`config.mk`:
```
export PLATFORM = sky130hd
export DESIGN_NAME = iir_post_decimator
export DESIGN_NICKNAME = d
export VERILOG_FILES = /design/src/rtl/iir_post_decimator.sv
export SDC_FILE = /design/constraint.sdc
export NUM_CORES = 1
export LEC_CHECK = 0
export BUFFER_PORTS_ARGS = -buffer_cell sky130_fd_sc_hd__buf_2
export CAP_MARGIN = 20
export CORE_MARGIN = 2
export CORE_UTILIZATION = 48
export CTS_CLUSTER_SIZE = 20
export DETAILED_ROUTE_END_ITERATION = 7
export PLACE_DENSITY = 0.62
export REMOVE_ABC_BUFFERS = 1
export SLEW_MARGIN = 40
export SYNTH_ARGS = -nofsm -noshare
export SYNTH_HDL_FRONTEND = slang
export SYNTH_SLANG_ARGS = --single-unit
```
`constraint.sdc`:
```
create_clock -name clk -period 13.5 [get_ports clk]
set_clock_uncertainty 0.05 [all_clocks]
set_input_delay 4.05 -clock clk [delete_from_list [all_inputs] [get_ports clk]]
set_output_delay 4.05 -clock clk [all_outputs]
set_load 0.05 [all_outputs]
```
`src/rtl/iir_post_decimator.sv`:
```
// Boxcar decimator: averages each block of `decim` samples and queues the
// results in a show-ahead FIFO drained by a valid/ready consumer.
module iir_post_decimator #(
    parameter int bitwidth   = 32,
    parameter int decim      = 4,
    parameter int fifo_depth = 8
) (
    input  logic                          clk,
    input  logic                          rst_n,
    input  logic                          in_en,
    input  logic [bitwidth-1:0]           din,
    output logic [bitwidth-1:0]           dout,
    output logic                          dout_valid,
    input  logic                          dout_ready,
    output logic [$clog2(fifo_depth):0]   fifo_count,
    output logic                          overflow
);
    localparam int SH = $clog2(decim);
    localparam int AW = bitwidth + SH;
    localparam int PW = $clog2(fifo_depth);
    localparam int CW = PW + 1;

    logic [SH-1:0]        phase;
    logic signed [AW-1:0] acc;
    logic signed [AW-1:0] din_ext;
    logic signed [AW-1:0] sum;
    logic [bitwidth-1:0]  result;
    logic [bitwidth-1:0]  mem [fifo_depth];
    logic [PW-1:0]        wr_ptr;
    logic [PW-1:0]        rd_ptr;
    logic                 blk_done;
    logic                 full;
    logic                 pop;
    logic                 do_push;

    assign din_ext  = signed'({{SH{din[bitwidth-1]}}, din});
    assign sum      = acc + din_ext;
    // Taking the upper bits of the exact sum is the floor-shift, truncated.
    assign result   = sum[AW-1:SH];
    assign blk_done = in_en && (phase == SH'(decim - 1));

    assign dout_valid = (fifo_count != '0);
    assign dout       = dout_valid ? mem[rd_ptr] : '0;
    assign full       = (fifo_count == CW'(fifo_depth));
    assign pop        = dout_valid && dout_ready;
    // A full FIFO still takes the push when the head leaves in the same cycle.
    assign do_push    = blk_done && (!full || pop);

    always_ff @(posedge clk) begin
        if (!rst_n) begin
            phase      <= '0;
            acc        <= '0;
            wr_ptr     <= '0;
            rd_ptr     <= '0;
            fifo_count <= '0;
            overflow   <= 1'b0;
        end else begin
            if (in_en) begin
                phase <= phase + 1'b1;
                acc   <= (phase == '0) ? din_ext : sum;
            end
            if (do_push)
                wr_ptr <= wr_ptr + 1'b1;
            if (pop)
                rd_ptr <= rd_ptr + 1'b1;
            fifo_count <= fifo_count + CW'(do_push) - CW'(pop);
            if (blk_done && full && !pop)
                overflow <= 1'b1;
        end
    end

    always_ff @(posedge clk) begin
        if (rst_n && do_push)
            mem[wr_ptr] <= result;
    end
endmodule

```
Yosys cells after proc, flatten, opt, wreduce, memory -nomap -nowiden. Memory sizes are Yosys's and may differ from the RTL's. A register that Yosys moved wholly into a read port is not among the register bits. Cells that the tools add are included. W data, S select, Z words.

Register bits: 47. Latch bits: 0. Bits in writable memories: 256. Memory bits (read-only): 0. Input port bits: 36. Logic and storage cells: 32. Memories kept: 1.

Memories: mem (words 8, width 32, rd ports 1, clocked after memory_dff 1, write ports 1, line 28) `logic [bitwidth-1:0] mem [fifo_depth];`.

Add/subtract/negate cells: 6. Multipliers: 0. Divide/modulo/power cells: 0. $lt $le $gt $ge: 0. Equal/unequal tests: 2. Shift operators: 0. Mux-type cells: 6. Bitwise gates (word level): 0. Reductions and logical operators: 11.

Operators with widths (number): $add A34 B32 Y34 (1); $mux W34 (1); $mux W32 (1); $add A3 B1 Y3 const B (2); $logic_and A1 B1 Y1 (6); $mux W3 (2); $add A4 B1 Y4 (1); $eq A4 B4 Y1 const B (1); $reduce_bool A4 Y1 (1); $sub A4 B1 Y4 (1); $add A2 B1 Y2 const B (1); $eq A2 B2 Y1 const B (1); $logic_not A1 Y1 (2); $logic_not A2 Y1 (1); $mux W1 (2); $logic_or A1 B1 Y1 (1).

Logic depth before layout (Yosys ltp).
Word-level depth: 7. Gate-level depth with buffers: 16. Depth with buffers taken out: 15.

Least setup slack after synthesis. Ideal clock, no wire load.

Kind: in2reg. Start point: input dout_ready. End point: memory mem[0][0], enable pin. Library setup time: 0.461 ns. Arrival time: 7.290 ns. Slack: 5.699 ns. Stages on the path: 6. Buffers on the path: 0. Cell sequence: nand2_1 > and3_1 > nor2_1 > inv_1 > or3_1 > nor3_1.

Cells in the longest elaborated chain, start to end: 6.

Ends and longest elaborated chain: from (decl) (line 14) `input logic dout_ready,`; $logic_and A1 B1 Y1 (line 45) `assign pop = dout_valid && dout_ready;`; $logic_or A1 B1 Y1 (line 47) `assign do_push = blk_done && (!full || pop);`; $logic_and A1 B1 Y1 (line 47); $logic_and A1 B1 Y1 (line 73) `if (rst_n && do_push)`; $mux W1 (line 73); $mux W1 (not written as such) (line 74) `mem[wr_ptr] <= result;`; to (decl) (line 28).

Every way passes these cells.

==> impl_results.md <==
- Status: finished clean
- Clk_lat worst skew: 550 ps
- Port Buffers: 73
- # rows: 61
- Final HPWL DP: 17,900 um
- Cell area after synthesis: between 10,000 and 15,000 um2
- RePlAce Congestion: about 0.83
- CP max FO: 40
- CTS tree: built
- CTS Buf Count: 31
- Fraction of layout cells with a size suffix above 1: 0.225
- Post-synth ARST share: 0
- Chip width: 173 um
- Post-Route Utilization: 0.560
- Max Cap Viol: 0
- Seq/Total Area, Yosys: 0.636
- # diodes: 0
- PD cells: 183 nW/um2
- Pre-CTS setup slack: between 6000 and 7000 ps
- Crit. End Element: primary output
- Critical path class: reg -> out
- Final Total Pwr: about 2.9 mW
- Final Instance Count excl. Fillers: 1,390
- Final Cell Area: approximately 16,000 um2
- FF+latch count, synth: about 300
- CP arrival: 2980 ps
- Leak: 5.53 nW
- Post-synthesis cell count: 906
- Max rail drop VDD: ~0.23 mV
- Root buffer cell: clkbuf_16
- Longest Clk Path Bufs: 3
- Final setup vio count: 0
- Wire per inst: 20.5 um
- Synthesis Warnings: 0
- Detailed Route Iter0 Violations: about 520
- Fin. max-slew vios: 0
- I/O Pins: between 70 and 80
- Post-CTS sizing: 0
- GR Overflow Total: 0
- Worst hold-check path type: reg -> reg
- Placed instance count: roughly 1,300
- Post-Route WL: 28,400 um
- TritonCTS Sinks: 306
- CTS Hold Buffers Added: 0
- Worst-Margin Slew: 797 ps
- Syn-to-layout area delta: 14.3%
- Fin Setup TNS: 0 ps
- Fmax achieved: 0.141 GHz
- Fin. Hold Viols: 0
- Clk pin slew, worst setup/hold paths: 60 ps
- Mean Syn Cell Area: about 15 um2
- First-pass GRT wire length: 44,800 um
- RSZ-0062 raised after global routing: false
- Core area: around 28,000 um2
- Commonest non-fill, non-tap cell in the layout: edfxtp_1
- CTS H-Tree Depth: 1
- Starting Density: 0.490
- DRT Pass-1 Iters: 4
- Largest net degree at the start of global routing: 73
- Critical path launch point type: register
- Via count: 7,760
- Post-Place Cell Area: approximately 15,000 um2
- Req. time, crit path: 9400 ps
- Number of flops mapped to enable cells by yosys: 256
- Post-synth cell types: 54
- Chip Height: 173 um
- Layout Nets: 1,068
- Part of the cycle the worst path needs: 0.524
- WHS: approximately 420 ps
- Post-CTS Setup Inserts: 0
- Post-route DRC: 0
- Post-layout min period: 7080 ps
- Drt via density: 5.58
- Vias in the first global route: 7,878
- Setup ws final: 6420 ps
- Total GRT Usage: 0.193
- Initial antenna violation count: 0
- Leading cell types in the layout, fill and taps excluded: edfxtp_1 (256), nor2_1 (84), buf_2 (73), mux4_2 (64), mux2i_1 (58)
- Synth Flop Type: edfxtp_1
- Max_slew headroom: 0.465
- Final-layout fill cell count: approximately 2,300
- Post-route ant nets: 0
- Die area: 29,800 um2
-- sequential cells by signal, summed over array words and instances (netlist names), named ones only --
signal,cells
acc,34
fifo_count,4
mem,256
overflow,1
phase,2
rd_ptr,3
wr_ptr,3
-- cell usage after synthesis, types with 5 or more instances --
| master | number | area share |
|---|---|---|
| buf_1 | 12 | 0.0033 |
| nand2b_1 | 11 | 0.0050 |
| nor2_1 | 90 | 0.025 |
| edfxtp_1 | 256 | 0.56 |
| xnor2_1 | 24 | 0.015 |
| nand4_1 | 6 | 0.0028 |
| xor2_1 | 10 | 0.0064 |
| dfxtp_1 | 50 | 0.073 |
| nor2b_1 | 7 | 0.0032 |
| inv_1 | 26 | 0.0071 |
| a21o_1 | 14 | 0.0077 |
| o21bai_1 | 5 | 0.0028 |
| ha_1 | 43 | 0.039 |
| o21ai_0 | 28 | 0.010 |
| a31oi_1 | 6 | 0.0028 |
| nor3_1 | 7 | 0.0026 |
| a211oi_1 | 16 | 0.0088 |
| mux2i_1 | 58 | 0.043 |
| a21oi_1 | 43 | 0.016 |
| mux4_2 | 64 | 0.11 |
| nand3_1 | 10 | 0.0037 |
| nand2_1 | 35 | 0.0096 |
| clkbuf_1 | 30 | 0.0082 |
-- logic make-up (layout without fill, tap and decap cells) --
logic type / count (synthesis) / count (layout) / share of synthesized area
xor gates and xnor gates: 34 / 34 / 0.0218
AOI/OAI and AO/OA: 146 / 146 / 0.0708
adders and majority gates: 45 / 45 / 0.0423
DFF: 306 / 306 / 0.636
muxes: 123 / 123 / 0.149
buffers and inverters: 69 / 175 / 0.0195
and+or+nand+nor: 183 / 183 / 0.0601
-- worst max-delay path: stages, from the launching register on --
cell and delay, ps:
dfxtp_4 680, buf_6 540, mux4_2 580, mux2i_1 270
nor2_1 80, buf_2 230
-- power breakdown --
part           total, mW  internal (mW)  switching (mW)
combinational      0.892          0.299           0.593
sequential          1.14           1.10          0.0336
clock              0.834          0.486           0.348
total               2.86           1.89           0.974
-- layout make-up --
type                            count  area, um2  area share
Sequential cell                   306       8690       0.557
Multi-Input combinational cell    531       4790       0.307
Clock buffer                       36        805      0.0515
Timing Repair Buffer               91        551      0.0353
Tap cell                          378        473      0.0303
Clock inverter                     22        201      0.0129
Inverter                           26       97.6     0.00625
-- per-layer routing --
| metal | routed length (um) | global-route usage | vias up |
|---|---|---|---|
| li1 | - | - | 3691 |
| met1 | 13000 | 0.268 | 3914 |
| met3 | 888 | 0.0189 | 34 |
| met4 | 498 | 0.0438 | 0 |
| met5 | 0 | 0 | - |
| met2 | 14100 | 0.331 | 121 |
-- path summary, 6_finish.rpt --
kind | startpoint | depth (start not counted) | to | slack [ps]
setup / recovery | register | 5 | dout[9] | 6420
hold / removal | rd_ptr[1]$_SDFFE_PN0N_ | 2 | register | 420
setup reg to reg | fifo_count[2]$_SDFF_PN0_ | 11 | mem[3][20]$_DFFE_PP_ | 9980
hold reg to reg | rd_ptr[1]$_SDFFE_PN0N_ | 2 | register | 420
Power figures use the tool's default switching activity.
